File: src/rtl/evp_dispatch_if.sv
// evp_dispatch_if: instruction FIFO, evaluator and result FIFO signals of the EVP dispatcher.
interface evp_dispatch_if #(
    parameter int unsigned buffer_size = 1024
);
    localparam int unsigned AW = (buffer_size > 1) ? $clog2(buffer_size) : 1;

    // Instruction FIFO side
    logic          instr_empty;
    logic [31:0]   instr_data;
    logic          instr_rd_en;
    // Evaluator side
    logic          start_evp;
    logic          rst_instr;
    logic [2:0]    A;
    logic [15:0]   x;
    logic [AW-1:0] rd_addr_data;
    logic          done_evp;
    logic [31:0]   evp_result;
    logic [31:0]   evp_status;
    logic [AW-1:0] rd_addr_data_updated;
    // Result FIFO side
    logic          out_full;
    logic [31:0]   out_data;
    logic          out_wr_en;
    // Status
    logic          busy;

    modport master (
        input  instr_empty, instr_data, done_evp, evp_result, evp_status,
               rd_addr_data_updated, out_full,
        output instr_rd_en, start_evp, rst_instr, A, x, rd_addr_data,
               out_data, out_wr_en, busy
    );

    modport slave (
        output instr_empty, instr_data, done_evp, evp_result, evp_status,
               rd_addr_data_updated, out_full,
        input  instr_rd_en, start_evp, rst_instr, A, x, rd_addr_data,
               out_data, out_wr_en, busy
    );
endinterface

File: src/rtl/evp_dispatch.sv
// evp_dispatch: pops instructions, drives the polynomial evaluator for EVP requests and
// pushes result/status word pairs to the result FIFO. Owns the persistent read pointer.
module evp_dispatch #(
    parameter int unsigned buffer_size = 1024
) (
    input logic           clk,
    input logic           rst,
    evp_dispatch_if.master bus
);
    localparam int unsigned AW = (buffer_size > 1) ? $clog2(buffer_size) : 1;

    localparam logic [2:0] StIdle   = 3'd0;
    localparam logic [2:0] StFetch  = 3'd1;
    localparam logic [2:0] StDecode = 3'd2;
    localparam logic [2:0] StClear  = 3'd3;
    localparam logic [2:0] StStart  = 3'd4;
    localparam logic [2:0] StWait   = 3'd5;
    localparam logic [2:0] StWrRes  = 3'd6;
    localparam logic [2:0] StWrStat = 3'd7;

    localparam logic [3:0]  OpEvp       = 4'h3;
    localparam logic [31:0] StatIllegal = 32'h0000_0003;

    logic [2:0]    state_q, state_d;
    logic [22:0]   instr_q, instr_d;    // {opcode, A, x}; reserved bits are never stored
    logic [2:0]    a_q, a_d;
    logic [15:0]   x_q, x_d;
    logic [AW-1:0] rd_ptr_q, rd_ptr_d;
    logic [31:0]   res_q, res_d;
    logic [31:0]   stat_q, stat_d;
    logic          rd_en_q, rd_en_d;
    logic          start_q, start_d;
    logic          rst_instr_q, rst_instr_d;
    logic [31:0]   out_data_q, out_data_d;
    logic          wr_en_q, wr_en_d;
    logic          busy_q, busy_d;

    // Next-state and next-output decode; every output is a register, so each transition
    // also loads the output values for the state being entered. out_full is therefore
    // sampled the cycle before the corresponding push strobe.
    always_comb begin
        state_d     = state_q;
        instr_d     = instr_q;
        a_d         = a_q;
        x_d         = x_q;
        rd_ptr_d    = rd_ptr_q;
        res_d       = res_q;
        stat_d      = stat_q;
        out_data_d  = out_data_q;
        rd_en_d     = 1'b0;
        start_d     = 1'b0;
        rst_instr_d = 1'b1;
        wr_en_d     = 1'b0;

        case (state_q)
            StIdle: begin
                // A pop strobe raised last cycle moves us on; never pop twice.
                if (rd_en_q) begin
                    state_d = StFetch;
                end else if (!bus.instr_empty) begin
                    rd_en_d = 1'b1;
                end
            end
            StFetch: begin
                instr_d = {bus.instr_data[31:25], bus.instr_data[15:0]};
                state_d = StDecode;
            end
            StDecode: begin
                if (instr_q[22:19] == OpEvp) begin
                    a_d         = instr_q[18:16];
                    x_d         = instr_q[15:0];
                    rst_instr_d = 1'b0;
                    state_d     = StClear;
                end else begin
                    res_d      = 32'd0;
                    stat_d     = StatIllegal;
                    out_data_d = 32'd0;
                    wr_en_d    = !bus.out_full;
                    state_d    = StWrRes;
                end
            end
            StClear: begin
                start_d = 1'b1;
                state_d = StStart;
            end
            StStart: begin
                state_d = StWait;
            end
            StWait: begin
                if (bus.done_evp) begin
                    res_d      = bus.evp_result;
                    stat_d     = bus.evp_status;
                    rd_ptr_d   = bus.rd_addr_data_updated;
                    out_data_d = bus.evp_result;
                    wr_en_d    = !bus.out_full;
                    state_d    = StWrRes;
                end
            end
            StWrRes: begin
                // wr_en_q set means the result word is being pushed this cycle.
                if (wr_en_q) begin
                    out_data_d = stat_q;
                    wr_en_d    = !bus.out_full;
                    state_d    = StWrStat;
                end else begin
                    out_data_d = res_q;
                    wr_en_d    = !bus.out_full;
                end
            end
            StWrStat: begin
                if (wr_en_q) begin
                    rd_en_d = !bus.instr_empty;
                    state_d = StIdle;
                end else begin
                    out_data_d = stat_q;
                    wr_en_d    = !bus.out_full;
                end
            end
            default: state_d = StIdle;
        endcase

        busy_d = (state_d != StIdle);
    end

    // State and registered outputs with synchronous reset.
    always_ff @(posedge clk) begin
        if (rst) begin
            state_q     <= StIdle;
            instr_q     <= '0;
            a_q         <= '0;
            x_q         <= '0;
            rd_ptr_q    <= '0;
            res_q       <= '0;
            stat_q      <= 32'hFFFF_FFFF;
            rd_en_q     <= 1'b0;
            start_q     <= 1'b0;
            rst_instr_q <= 1'b1;
            out_data_q  <= '0;
            wr_en_q     <= 1'b0;
            busy_q      <= 1'b0;
        end else begin
            state_q     <= state_d;
            instr_q     <= instr_d;
            a_q         <= a_d;
            x_q         <= x_d;
            rd_ptr_q    <= rd_ptr_d;
            res_q       <= res_d;
            stat_q      <= stat_d;
            rd_en_q     <= rd_en_d;
            start_q     <= start_d;
            rst_instr_q <= rst_instr_d;
            out_data_q  <= out_data_d;
            wr_en_q     <= wr_en_d;
            busy_q      <= busy_d;
        end
    end

    assign bus.instr_rd_en  = rd_en_q;
    assign bus.start_evp    = start_q;
    assign bus.rst_instr    = rst_instr_q;
    assign bus.A            = a_q;
    assign bus.x            = x_q;
    assign bus.rd_addr_data = rd_ptr_q;
    assign bus.out_data     = out_data_q;
    assign bus.out_wr_en    = wr_en_q;
    assign bus.busy         = busy_q;
endmodule

File: src/flat_wrapper.sv
// flat-port wrapper written by rule: the top's interface ports become plain ports
module evp_dispatch_flat 
#(
    parameter int unsigned buffer_size = 1024
)
  (clk, rst, bus_instr_empty, bus_instr_data, bus_done_evp, bus_evp_result, bus_evp_status, bus_rd_addr_data_updated, bus_out_full, bus_instr_rd_en, bus_start_evp, bus_rst_instr, bus_A, bus_x, bus_rd_addr_data, bus_out_data, bus_out_wr_en, bus_busy);
  evp_dispatch_if #(.buffer_size(buffer_size)) bus_i ();
  input logic clk;
  input logic rst;
  input wire logic [$bits(bus_i.instr_empty)-1:0] bus_instr_empty;
  input wire logic [$bits(bus_i.instr_data)-1:0] bus_instr_data;
  input wire logic [$bits(bus_i.done_evp)-1:0] bus_done_evp;
  input wire logic [$bits(bus_i.evp_result)-1:0] bus_evp_result;
  input wire logic [$bits(bus_i.evp_status)-1:0] bus_evp_status;
  input wire logic [$bits(bus_i.rd_addr_data_updated)-1:0] bus_rd_addr_data_updated;
  input wire logic [$bits(bus_i.out_full)-1:0] bus_out_full;
  output wire logic [$bits(bus_i.instr_rd_en)-1:0] bus_instr_rd_en;
  output wire logic [$bits(bus_i.start_evp)-1:0] bus_start_evp;
  output wire logic [$bits(bus_i.rst_instr)-1:0] bus_rst_instr;
  output wire logic [$bits(bus_i.A)-1:0] bus_A;
  output wire logic [$bits(bus_i.x)-1:0] bus_x;
  output wire logic [$bits(bus_i.rd_addr_data)-1:0] bus_rd_addr_data;
  output wire logic [$bits(bus_i.out_data)-1:0] bus_out_data;
  output wire logic [$bits(bus_i.out_wr_en)-1:0] bus_out_wr_en;
  output wire logic [$bits(bus_i.busy)-1:0] bus_busy;
  assign bus_i.instr_empty = bus_instr_empty;
  assign bus_i.instr_data = bus_instr_data;
  assign bus_i.done_evp = bus_done_evp;
  assign bus_i.evp_result = bus_evp_result;
  assign bus_i.evp_status = bus_evp_status;
  assign bus_i.rd_addr_data_updated = bus_rd_addr_data_updated;
  assign bus_i.out_full = bus_out_full;
  assign bus_instr_rd_en = bus_i.instr_rd_en;
  assign bus_start_evp = bus_i.start_evp;
  assign bus_rst_instr = bus_i.rst_instr;
  assign bus_A = bus_i.A;
  assign bus_x = bus_i.x;
  assign bus_rd_addr_data = bus_i.rd_addr_data;
  assign bus_out_data = bus_i.out_data;
  assign bus_out_wr_en = bus_i.out_wr_en;
  assign bus_busy = bus_i.busy;
  evp_dispatch #(.buffer_size(buffer_size)) u_core (.clk(clk), .rst(rst), .bus(bus_i));
endmodule
File: config.mk
export PLATFORM = sky130hd
export DESIGN_NAME = evp_dispatch_flat
export DESIGN_NICKNAME = d
export VERILOG_FILES = /design/src/rtl/evp_dispatch_if.sv /design/src/rtl/evp_dispatch.sv /design/src/flat_wrapper.sv
export SDC_FILE = /design/constraint.sdc
export NUM_CORES = 1
export LEC_CHECK = 0
export CAP_MARGIN = 20
export CORE_MARGIN = 1
export CORE_UTILIZATION = 50
export DETAILED_ROUTE_END_ITERATION = 10
export HOLD_SLACK_MARGIN = 0.05
export PLACE_DENSITY_LB_ADDON = 0.08
export SYNTH_ARGS = -nofsm -noshare
export SYNTH_HDL_FRONTEND = slang
export SYNTH_SLANG_ARGS = --single-unit
File: constraint.sdc
create_clock -name clk -period 4.2 [get_ports clk]
set_input_delay 1.26 -clock clk [delete_from_list [all_inputs] [get_ports clk]]
set_output_delay 1.26 -clock clk [all_outputs]
set_load 0.02 [all_outputs]
Word-level counts from Yosys, hierarchy flattened --
Index checks and enable logic that the tools add are counted.
Word-level totals: logic and storage cells 61, register bits after elaboration 156, memories kept 0, input bits 111, latch bits 0, RAM bits 0, ROM bits 0, output and inout bits 66
Cells by class: multiply operators 0, mux-type cells 25, eq/ne operators 11, add/sub/neg operators 0, order comparisons 0, bitwise operators 1, reduce and logical (&&, ||, !) cells 11, divide/modulo/power cells 0, shifts and indexed selects 0
Operators with widths (number):
- $mux W32 | 6
- $pmux W32 S2 | 2
- $pmux W32 S4 | 1
- $pmux W3 S8 | 1
- $mux W3 | 5
- $eq A3 B3 Y1 const B | 4
- $mux W1 | 8
- $eq A3 B2 Y1 const B | 2
- $ne A2 B2 Y1 const B | 3
- $eq A4 B2 Y1 const B | 1
- $pmux W1 S4 | 1
- $reduce_and A2 Y1 | 2
- $reduce_and A4 Y1 | 1
- $reduce_bool A4 Y1 | 1
- $eq A3 B1 Y1 const B | 1
- $logic_not A3 Y1 | 1
- $reduce_and A3 Y1 | 1
- $reduce_bool A3 Y1 | 1
- $logic_not A1 Y1 | 2
- $pmux W1 S2 | 1
- $reduce_bool A2 Y1 | 1
- $reduce_or A2 Y1 | 1
- $not A1 Y1 | 1

Depth between registers and ports, before layout --
Gate-level depths: netlist of run 1.
depth after elaboration 4, depth in mapped cells 8, gate-level depth less buffers 4

Worst setup path before layout of run 1 --
OpenSTA, ideal clock, no wires.
path kind input-to-reg, from input bus_done_evp, to register u_core.res_q[30], slack 2.006 ns, stages on the path 6, buffers on the path 2, data required time 4.083 ns, setup time 0.117 ns, arrival 2.076 ns, cell sequence inv_1 > o32a_1 > nor2b_1 > buf_6 > buf_6 > a32o_1
Between the ends: word-level cells in the longest chain between the ends 2
RTL lines:
- from (decl) | RTL line flat_wrapper.sv:12 | input wire logic [$bits(bus_i.done_evp)-1:0] bus_done_evp;
- $ne A2 B2 Y1 (no source line)
- $reduce_and A3 Y1 (no source line)
- to (signal assigned) | RTL line evp_dispatch.sv:147 | res_q <= res_d;
- to (decl) | RTL line evp_dispatch.sv:29 | logic [31:0] res_q, res_d;
Every way passes these cells. A chain may end at the register's enable or synchronous reset.

Worst setup path in the final report of run 1 --
from input bus_done_evp, to register u_core.res_q[0]
Same word-level chain as after synthesis.

==> run summary, run 1 <==
The clock skew after layout is 7.81 ps. Routability-driven placement finished with a final weighted congestion of 0.798. The switching share of power came out at 28.5%. The share of final-layout standard cells stronger than drive strength 1 is 8.80%. The synthesized netlist cell count came out at 562.

Tracing the worst setup path back leads to its startpoint at bus_done_evp. The area enclosed by the die boundary is 0.0118 mm². The cell with the most instances after synthesis is dfxtp_1. The worst setup path is launched from an input port. The number of clock sinks came out at 156. The number of clock buffers inserted by TritonCTS came out at 17. The via count of the first global-routing pass came out at 4813. The y dimension of the die is 109 µm. Sequential elements use 54.8% of the synthesized area. The number of flip-flops and latches in the synthesized netlist is 156. For this design the ratio of total power to cell area is 514 mW/mm².

In this run, the clock network consumes 36.4% of the power. TritonCTS built the clock tree. The total routing resource utilization after global routing is 27.0%. The count of buffers from port buffering came out at 167. The post-detailed-placement half-perimeter wirelength is 9810 µm. The static leakage is 2.70 nW. The buffer type at the clock tree root is clkbuf_16. For this block, the initial DRC count from the detailed router was 495. The switching power summed over all nets came out at 1.17 mW. The number of resized instances in the post-cts repair step came out at 0.

The global-route wire length before repair came out at 24400 µm. The post-route fraction of the period consumed by the critical path came out at 70.4%. In the routed design, unresolved DRC markers number 0. For this run, the post-layout net count is 814. After detailed routing, the number of vias per cell comes to 5.82. The number of routed nets with antenna violations came out at 0. The area of placed instances came out at 0.00737 mm².

The final number of setup-violating endpoints came out at 0. The library cell occupying the most area in the post-synthesis netlist is dfxtp_1. The total via count in the routed design came out at 4985. Following the worst setup path forward leads to its endpoint at u_core.res_q[0]$_SDFFE_PP0P_. The worst vdd rail ir drop is 337 µV. The total nets after synthesis came out at 673. The count of flip-flops with a built-in enable after synthesis came out at 0. The top-level port count is 177. The post-route minimum period is 2960 ps. The count of final max-slew check failures is 0. For this run, the leading register cell type out of synthesis is dfxtp_1. The die width came out at 109 µm. The arrival time at the worst endpoint is 3320 ps.

The required arrival time at the worst endpoint is 4570 ps. The setup slack on the worst flop-to-flop path is 1370 ps. Setup repair after global routing left no endpoint under its margin. The worst register-to-register path begins at u_core.state_q[0]$_SDFF_PP0_. The maximum operating frequency came out at 338 MHz. For this run, asynchronously set or reset flops after synthesis account for 0%.

The clock latency at the later pin of the worst-skew pair came out at 420 ps. For the pin with the worst max-slew slack, the measured transition is 1080 ps. The number of warnings issued by yosys is 0. The initial antenna violation count came to 0. The sequential share of power is 44.7%. For this configuration, the core starts out at a cell density of 51.9%.

The antenna cell count came out at 0. STA classifies the critical path endpoint as a register. The final instance area came out at 0.00796 mm². The number of hold violations in the final report was 0. The aggregate global routing overflow is 0. Entering global routing, the biggest net connects 54 pins. The internal power is 2.93 mW. The share of Yosys cell area claimed by the top area cell type came out at 54.8%.

Summed over all failing endpoints, the final setup total negative slack is 0 ps. Per report_power, the combinational group accounts for 18.9% of the total. The worst hold slack is 450 ps.

Sorting the synthesized cells by how often they occur yields dfxtp_1 (156), nand2_1 (114), a21oi_1 (53), o2bb2ai_1 (32). The number of different library cells in the post-synthesis netlist is 40. The length of the first detailed-routing pass in iterations is 8. The number of cells on the worst reg-to-reg path is 4. The flow ran to the end, and the final reports show no timing, DRC or antenna violations. The combined area of all synthesized cells came out at 0.00570 mm². The maximum clock path buffer count came out at 2.

The clock-pin transition on the worst setup and hold timing paths is 60 ps. The area growth from synthesis to layout came out at 39.7%. The kind of critical path is input port to register. The worst hold path class is register to register. The number of violations of the max-capacitance limit came out at 0.

The floorplan step defined a core boundary enclosing 0.0110 mm². The number of hold buffers added after CTS is 0. In this run the worst path has a maximum fanout of 17. The total number of H-tree levels is 4.

The post-CTS setup buffer count is 0. The worst max-slew margin expressed relative to the limit came out at 28.0%. By area the synthesized netlist is led by dfxtp_1 (55%), nand2_1 (7.5%), a221o_1 (5.3%). The average detailed-routed wire length per instance came out at 18.0 µm. The initialized floorplan defines 38 standard-cell rows. The total power of the final layout is 4.09 mW. Wires add up to 15400 µm. The mean post-synth cell area came out at 10.1 µm². The endpoint of the lowest-slack register-to-register path is u_core.instr_q[19]$_SDFFE_PP0P_.
[layout make-up]
class,count,area [µm²]
flip-flops and latches,156,3120
fillers,885,3020
multi-input cells,346,2310
repair buffers,178,1750
clock buffers,18,439
well taps,140,175
clock inverters,14,148
inverters,4,15.0
[stage by stage]
stage	setup slack (ps)	cells	utilization, %
finish	1240	856	72.5
global route	1110	856	72.5
CTS	1270	856	72.5
detailed placement	864	824	67.1
global placement	894	824	67.1
floorplan	2010	562	-
[metal layers]
metal  wire [µm]  track usage, %  vias to the layer above
met3        1170            8.01                       15
li1            -               -                     2398
met2        7500            44.4                      197
met5           0               0                        -
met1        6530            34.0                     2375
met4         211            8.59                        0
[power groups by stage]
stage / Combinational, mW / Sequential (mW) / Clock (mW)
after CTS: 0.775 / 1.83 / 1.51
after global routing: 0.845 / 1.85 / 1.58
final: 0.775 / 1.83 / 1.49
after detailed placement: 0.769 / 1.85 / 0
after floorplan: 0.570 / 1.80 / 0
after global placement: 0.748 / 1.85 / 0
[cells by family (layout without fill, tap and decap cells)]
group / Yosys count / after routing / share of synthesized area, %
buf+inv: 60 / 214 / 5.07
flops: 156 / 156 / 54.8
mux: 9 / 9 / 1.78
simple gates: 146 / 146 / 11.1
compound gates: 191 / 191 / 27.3
[critical path, cell delays in order]
cell and delay, ps:
clkdlybuf4s50_1 500, inv_1 180, o32a_1 180, nor2b_2 650, buf_4 370, a22o_1 170
[cell usage in the layout, fill, tap and decap left out, types with 2 or more instances in the layout]
cell,n
nand2b_1,3
clkinv_4,2
bufinv_16,2
dfxtp_1,156
inv_1,4
a32o_1,23
a22oi_1,10
nor2_1,7
o2bb2ai_1,32
a22o_1,9
clkinv_2,2
clkinvlp_4,8
nand2_1,114
a21oi_1,53
mux2_2,9
clkdlybuf4s50_1,166
buf_4,12
a221o_1,30
o21ai_0,2
nor3_1,3
nor2b_1,2
o32a_1,3
and2_1,2
nor2_4,2
nor2_2,2
a222oi_1,23
clkbuf_16,17
[worst min-delay path by stage]
| stage | from | to | slack (ps) | cells after the start |
|---|---|---|---|---|
| final | u_core.instr_q[8]$_SDFFE_PP0P_ | u_core.bus.x[8]$_SDFFE_PP0P_ | 450 | 2 |
| after global placement | u_core.instr_q[4]$_SDFFE_PP0P_ | u_core.bus.x[4]$_SDFFE_PP0P_ | 440 | 2 |
| after floorplan | u_core.instr_q[21]$_SDFFE_PP0P_ | u_core.instr_q[21]$_SDFFE_PP0P_ | 430 | 2 |
| after global routing | u_core.instr_q[15]$_SDFFE_PP0P_ | u_core.bus.x[15]$_SDFFE_PP0P_ | 470 | 2 |
| after CTS | u_core.bus.rd_addr_data[9]$_SDFFE_PP0P_ | u_core.bus.rd_addr_data[9]$_SDFFE_PP0P_ | 450 | 2 |
| after detailed placement | u_core.instr_q[4]$_SDFFE_PP0P_ | u_core.bus.x[4]$_SDFFE_PP0P_ | 450 | 2 |
[registers in the layout (all words and copies together) (netlist names)]
name	flops
u_core.bus.out_data	32
u_core.res_q	32
u_core.stat_q	32
u_core.instr_q	23
u_core.bus.x	16
u_core.bus.rd_addr_data	10
u_core.bus.A	3
u_core.state_q	3
u_core.bus.busy	1
u_core.bus.instr_rd_en	1
u_core.bus.out_wr_en	1
u_core.bus.rst_instr	1
u_core.bus.start_evp	1
Note: power is estimated with default switching activity, not from simulation.
==> run 2, diff against run 1 <==
--- a/config.mk
+++ b/config.mk
@@ -7,7 +7,7 @@
 export LEC_CHECK = 0
 export CAP_MARGIN = 20
 export CORE_MARGIN = 1
-export CORE_UTILIZATION = 50
+export CORE_UTILIZATION = 46
 export DETAILED_ROUTE_END_ITERATION = 10
 export HOLD_SLACK_MARGIN = 0.05
 export PLACE_DENSITY_LB_ADDON = 0.08
==> constraint.sdc (replaced) <==
create_clock -name clk -period 3 [get_ports clk]
set_input_delay 0.9 -clock clk [delete_from_list [all_inputs] [get_ports clk]]
set_output_delay 0.9 -clock clk [all_outputs]
set_load 0.02 [all_outputs]
==> run 2 against run 1 <==
Net effect:
- die area up 8.5%
- clock power grew 44%
- routed wire length increased by 1.1%
- count of clock-buffer cells in the layout rose by 5
- utilization decreased by 6.0 points
- flip-flop and latch count unchanged
- sequential power grew 39%
- combinational power is 46% higher
==> run summary, run 2 (same netlist as run 1, synthesis figures left out) <==
The flow ran to the end, and the final reports show no timing, DRC or antenna violations. The final number of setup-violating endpoints came out at 0 (unchanged). The number of hold buffers added after CTS came to 0 (unchanged). The switching power summed over all nets came out at 1.58 mW (+36%). Based on the critical path, the design can be clocked at up to 406 MHz. In the finished design, the share of the clock period the worst path needs comes to 82.0%.

STA classifies the critical path endpoint as an output port. The post-route minimum period came out at 2460 ps. The number of clock sinks came out at 156 (unchanged). The critical-path cell with the highest stage delay is clkdlybuf4s50_1.

The number of clock buffers inserted by TritonCTS is 17 (unchanged). The power density of the placed cells came out at 725 mW/mm² (+41%). The switching share of power is 27.2% (-1.3 points). The antenna cell count is 0 (unchanged). The total via count in the routed design is 5058 (+1.5%).

The number of resized instances in the post-cts repair step is 0 (unchanged). The number of violations of the max-capacitance limit is 0 (unchanged). The initial core utilization is 47.2% (-4.6 points). The part of the total power dissipated in the clock network came to 36.8% (+0.4 points). The die width was 113 µm (+4.2%). The worst-path maximum fanout is 7 (-10). The average detailed-routed wire length per instance is 17.7 µm (-1.8%). The peak per-stage delay on the critical path came to 660 ps (about the same). The clock skew after layout was 9.36 ps (+1.55 ps).

The required arrival time at the worst endpoint is 2100 ps (-2470 ps). The worst max-slew margin expressed relative to the limit came out at 23.8% (-4.2 points). The worst vdd rail ir drop is 434 µV (+29%). The total routing resource utilization after global routing came out at 24.5% (-2.5 points). The weighted congestion at the end of routability-driven global placement came out at 0.747 (-6.5%). The core region area came to 0.0121 mm² (+9.8%). The clock tree from TritonCTS is built. The count of nets after finishing is 813 (-0.12%). The total negative slack for setup checks came out at 0 ps (unchanged). The number of inserted filler cells in the final layout was 946 (+6.9%). The combinational fraction of design power was 19.4% (+0.5 points). The DRC violation count after routing came to 0 (unchanged). The signal on the critical path passes through clkdlybuf4s50_1. The area of placed instances came to 0.00743 mm² (+0.73%). The static leakage came out at 2.73 nW (+1.3%).

The final instance area came out at 0.00802 mm² (+0.74%). The share of final-layout standard cells stronger than drive strength 1 is 8.27% (-0.52 points). The post-detailed-placement half-perimeter wirelength came out at 9660 µm (-1.5%). The library cell used most frequently in the layout, excluding fill and tap cells, is clkdlybuf4s50_1. The pin count of the biggest net entering global routing is 68 (+26%). Setup repair after global routing left no endpoint under its margin. The total wirelength of the detailed-routed design came to 15600 µm (+1.1%). The top-level port count came out at 177 (unchanged). The actual slew at the worst max-slew pin came out at 1140 ps (+63.1 ps). The area growth from synthesis to layout is 40.8%. The y dimension of the die is 113 µm (+4.2%). The root buffer cell chosen for the clock tree is clkbuf_16. The total area of multi-input combinational cells came out at 0.00232 mm² (+0.60%). The aggregate global routing overflow came to 0 (unchanged).

The internal power came to 4.23 mW (+45%). The count of buffers from port buffering is 167 (unchanged). The via count of the first global-routing pass is 4930 (+2.4%).

The number of rows in the core area is 40 (+5.3%). By startpoint and endpoint, the worst setup path is classified as register to output port. The number of routed nets with antenna violations was 0 (unchanged).

The arrival time at the worst endpoint is 1560 ps (-1760 ps). The maximum clock path buffer count is 2 (unchanged). The number of hold violations in the final report came to 0 (unchanged). The sequential share of power came out at 43.8% (-0.9 points). The area enclosed by the die boundary is 0.0128 mm² (+8.5%). The kind of cell adding the most delay to the critical path is buffers and inverters.

The iteration-0 DRC count of the detailed router is 517 (+4.4%). The path class of the tightest hold or removal check is register to register. The post-CTS setup buffer count is 0 (unchanged). The count of final max-slew check failures came out at 0 (unchanged). The length of the first detailed-routing pass in iterations came out at 5 (-3). The clock-pin transition on the worst setup and hold timing paths is 60 ps (about the same). In the layout the commonest cells are clkdlybuf4s50_1 (166), dfxtp_1 (156), nand2_1 (114). The global-route wire length before repair was 24700 µm (+1.3%). The area of all sequential standard cells came out at 0.00312 mm² (unchanged). The critical path startpoint category is a register. The total number of H-tree levels came to 4 (unchanged). The sum of buffers and inverters on the critical path is 1 (-2). The clock latency at the later pin of the worst-skew pair came out at 410 ps (about the same). The number of vias per cell after detailed routing is 5.74 (-1.4%). The initial antenna violation count came to 0 (unchanged).
==> run 2: layout make-up <==
class	count	area share, %
flip-flops and latches	156	39.0
multi-input cells	346	28.9
repair buffers	177	21.9
clock buffers	23	5.96
well taps	168	2.62
clock inverters	7	1.42
inverters	4	0.187
==> run 2: stage by stage <==
stage	std cells	setup slack, ps	utilization (%)	total power [mW]	hold slack, ps
floorplan	562	1170	-	3.31	432
global placement	851	233	61.6	3.67	435
detailed placement	851	187	61.6	3.70	444
CTS	881	519	66.5	5.85	452
global route	881	484	66.5	6.08	468
finish	881	539	66.5	5.81	448
==> run 2: path summary, 6_finish.rpt <==
check | startpoint | endpoint | slack (ps) | cells past startpoint
hold / removal | u_core.instr_q[16]$_SDFFE_PP0P_ | u_core.bus.A[0]$_SDFFE_PP0P_ | 450 | 2
hold reg to reg | u_core.instr_q[16]$_SDFFE_PP0P_ | u_core.bus.A[0]$_SDFFE_PP0P_ | 450 | 2
setup reg to reg | u_core.state_q[0]$_SDFF_PP0_ | u_core.bus.out_data[9]$_SDFFE_PP0P_ | 650 | 4
setup / recovery | u_core.bus.out_wr_en$_SDFF_PP0_ | bus_out_wr_en | 540 | 1
==> run 2: power by group through the flow <==
stage	Clock [mW]	Combinational, mW	Sequential, mW
2_1_floorplan	0	0.798	2.51
4_1_cts	2.17	1.13	2.54
6_report	2.14	1.13	2.55
5_1_grt	2.28	1.23	2.58
3_5_place_dp	0	1.13	2.57
3_3_place_gp	0	1.10	2.57
==> run 2: routing by layer <==
layer / share of wire (%) / GRT usage [%]
met1: 43 / 30.2
met2: 48 / 40.8
met3: 7.3 / 7.07
met4: 1.9 / 8.95
met5: 0 / 0
==> run 3, diff against run 2 <==
==> constraint.sdc (replaced) <==
create_clock -name clk -period 2.5 [get_ports clk]
set_input_delay 0.75 -clock clk [delete_from_list [all_inputs] [get_ports clk]]
set_output_delay 0.75 -clock clk [all_outputs]
set_load 0.02 [all_outputs]
==> run 3 against run 2 <==
Net effect:
- design area rose by 0.12%
- routed wire length decreased by 1.1%
- count of clock-buffer cells in the layout increased by 3
- sequential share of layout area hardly changed
- final cell count is 0.91% higher
- register-to-register slack worse by 450 ps
- flip-flop and latch count unchanged
- clock skew increased by 6.0 ps
- global-route usage down 0.14 points
==> run summary, run 3 (same netlist as run 1, synthesis figures left out) <==
The area enclosed by the die boundary came out at 0.0128 mm² (unchanged). The slowest stage of the critical path belongs to the cell clkdlybuf4s50_1. The post-route minimum period came out at 2330 ps. The initial antenna violation count is 1 (+1).

The clock tree from TritonCTS is built. The top cell types in the final layout, fill and taps aside, are clkdlybuf4s50_1 (166), dfxtp_1 (156), nand2_1 (114). The total wirelength of the detailed-routed design is 15400 µm (-1.1%). The required arrival time at the worst endpoint came out at 1750 ps (-350 ps). The clock-pin transition on the worst setup and hold timing paths is 60 ps (about the same). The part of the total power dissipated in the clock network is 34.6% (-2.2 points). The power density of the placed cells is 843 mW/mm² (+16%).

The number of hold violations in the final report came out at 0 (unchanged). The aggregate global routing overflow came out at 0 (unchanged). The DRC violation count after routing came out at 0 (unchanged). The number of clock sinks is 156 (unchanged).

The clock latency at the later pin of the worst-skew pair came out at 420 ps (about the same). The count of buffers from port buffering is 167 (unchanged). The worst hold slack came to 451 ps (+3.12 ps). The number of clock buffers inserted by TritonCTS is 17 (unchanged). The initial core utilization is 47.2% (unchanged). The switching share of power was 28.2% (+0.96 points).

The depth of the critical timing path with buffers and inverters included came out at 1 (unchanged). The most critical setup path has its endpoint at bus_out_wr_en. The critical path starts at u_core.bus.out_wr_en$_SDFF_PP0_. Setup repair after global routing left no endpoint under its margin. The clock skew after layout came to 15.3 ps (+5.99 ps). The arrival time at the worst endpoint came out at 1580 ps (+20 ps).

The count of final max-slew check failures is 0 (unchanged). The iteration-0 DRC count of the detailed router is 446 (-14%). The share of final-layout standard cells stronger than drive strength 1 is 9.15% (+0.88 points). The post-route fraction of the period consumed by the critical path came out at 93.3%. The area of placed instances was 0.00748 mm² (+0.78%).

The switching power summed over all nets is 1.91 mW (+21%). The static leakage came to 2.74 nW (+0.43%). The worst-path maximum fanout is 7 (unchanged). The core region area came out at 0.0121 mm² (unchanged). The number of violations of the max-capacitance limit is 0 (unchanged). The total routing resource utilization after global routing came out at 24.4% (-0.14 points).

The sequential share of power came to 45.1% (+1.3 points). The total power of the final layout was 6.77 mW (+16%). The global-route wire length before repair came to 24300 µm (-1.4%). The worst hold path class is register to register. The total number of H-tree levels came out at 4 (unchanged). The length of the first detailed-routing pass in iterations is 7 (+2). The number of routed nets with antenna violations came out at 0 (unchanged). The kind of cell adding the most delay to the critical path is buffers and inverters. The total via count in the routed design was 5023 (-0.69%).

STA classifies the critical path startpoint as a register. The actual slew at the worst max-slew pin is 1090 ps (-51.2 ps). The root buffer cell chosen for the clock tree is clkbuf_16. The post-CTS setup buffer count came out at 0 (unchanged). The antenna cell count came to 0 (unchanged). The post-detailed-placement half-perimeter wirelength was 9760 µm (+1.1%). The count of nets after finishing came out at 819 (+0.74%). The internal power is 4.86 mW (+15%). The signal on the critical path passes through clkdlybuf4s50_1.

The number of rows in the core area was 40 (unchanged). The library cell used most frequently in the layout, excluding fill and tap cells, is clkdlybuf4s50_1. The top-level port count came to 177 (unchanged). The final number of setup-violating endpoints is 0 (unchanged). The length in cells of the worst reg-to-reg path came out at 4 (unchanged). The maximum clock path buffer count came out at 2 (unchanged).

The y dimension of the die came out at 113 µm (unchanged). The number of resized instances in the post-cts repair step came out at 0 (unchanged). The area growth from synthesis to layout came out at 40.9%.

The worst max-slew margin expressed relative to the limit came out at 27.2% (+3.4 points). The pin count of the biggest net entering global routing came to 47 (-31%). The sum of buffers and inverters on the critical path is 1 (unchanged). The final instance area came out at 0.00803 mm² (+0.12%). The worst setup path is captured at an output port.

The startpoint identified for the worst register-to-register timing path is u_core.state_q[0]$_SDFF_PP0_. The die width is 113 µm (unchanged). The number of hold buffers added after CTS was 0 (unchanged). The via count of the first global-routing pass is 4885 (-0.91%). The combinational fraction of design power is 20.3% (+0.9 points). The peak per-stage delay on the critical path is 680 ps (+20 ps). The number of vias per cell after detailed routing came out at 5.65 (-1.6%). The maximum operating frequency came out at 429 MHz.

The weighted congestion at the end of routability-driven global placement came to 0.778 (+4.2%). The setup slack on the worst flop-to-flop path came out at 200 ps (-450 ps). The critical path is of the register to output port type.

The run finished with clean final reports. The average detailed-routed wire length per instance is 17.3 µm (-2.0%). The worst vdd rail ir drop came out at 480 µV (+11%).

The endpoint identified for the worst register-to-register timing path is u_core.bus.out_data[1]$_SDFFE_PP0P_.
==> run 3: changes by cell type in the layout (fill, tap and decap cells not counted), moves of 2 or more <==
cell,before,now
clkinvlp_4,0,2
bufinv_16,3,0
buf_4,10,15
clkbuf_8,3,5
==> run 3: power by group through the flow <==
stage	clock (mW)	combinational (mW)	sequential, mW
detailed placement	0	1.37	3.09
global placement	0	1.34	3.08
floorplan	0	0.958	3.02
global route	2.49	1.48	3.09
finish	2.34	1.38	3.05
CTS	2.38	1.38	3.05
==> run 3: worst min-delay path by stage <==
stage / start / to / slack, ps / cells after the start
2_1_floorplan: u_core.instr_q[21]$_SDFFE_PP0P_ / u_core.instr_q[21]$_SDFFE_PP0P_ / 430 / 2
3_3_place_gp: u_core.instr_q[11]$_SDFFE_PP0P_ / u_core.bus.x[11]$_SDFFE_PP0P_ / 430 / 2
3_5_place_dp: u_core.bus.out_data[15]$_SDFFE_PP0P_ / u_core.bus.out_data[15]$_SDFFE_PP0P_ / 450 / 1
4_1_cts: u_core.bus.rd_addr_data[8]$_SDFFE_PP0P_ / u_core.bus.rd_addr_data[8]$_SDFFE_PP0P_ / 450 / 2
5_1_grt: u_core.instr_q[13]$_SDFFE_PP0P_ / u_core.bus.x[13]$_SDFFE_PP0P_ / 470 / 2
6_report: u_core.bus.A[0]$_SDFFE_PP0P_ / u_core.bus.A[0]$_SDFFE_PP0P_ / 450 / 2
==> run 3: routing by layer <==
layer | vias to the layer above | GRT usage, % | wire (µm)
met4 | 2 | 10.1 | 240
li1 | 2403 | - | -
met1 | 2410 | 29.9 | 6770
met5 | - | 0 | 13
met3 | 28 | 6.80 | 1030
met2 | 180 | 40.4 | 7350
==> run 3: area by class of cell <==
cell class,instances,area (µm²)
fill,968,4030
sequential,156,3120
multi-input combinational,346,2320
inverter,4,15.0
clock buffer,26,509
timing repair buffer,183,1810
tap,168,210
clock inverter,6,35.0
==> run 3: stage by stage <==
step / utilization, % / cells / setup TNS, ps / worst slack [ps]
after floorplan: - / 562 / 0 / 816
after global placement: 62.0 / 857 / -344 / -25.7
after detailed placement: 62.0 / 857 / -1.89 / -1.89
after CTS: 66.6 / 889 / 0 / 157
after global routing: 66.6 / 889 / 0 / 30.9
final: 66.6 / 889 / 0 / 166
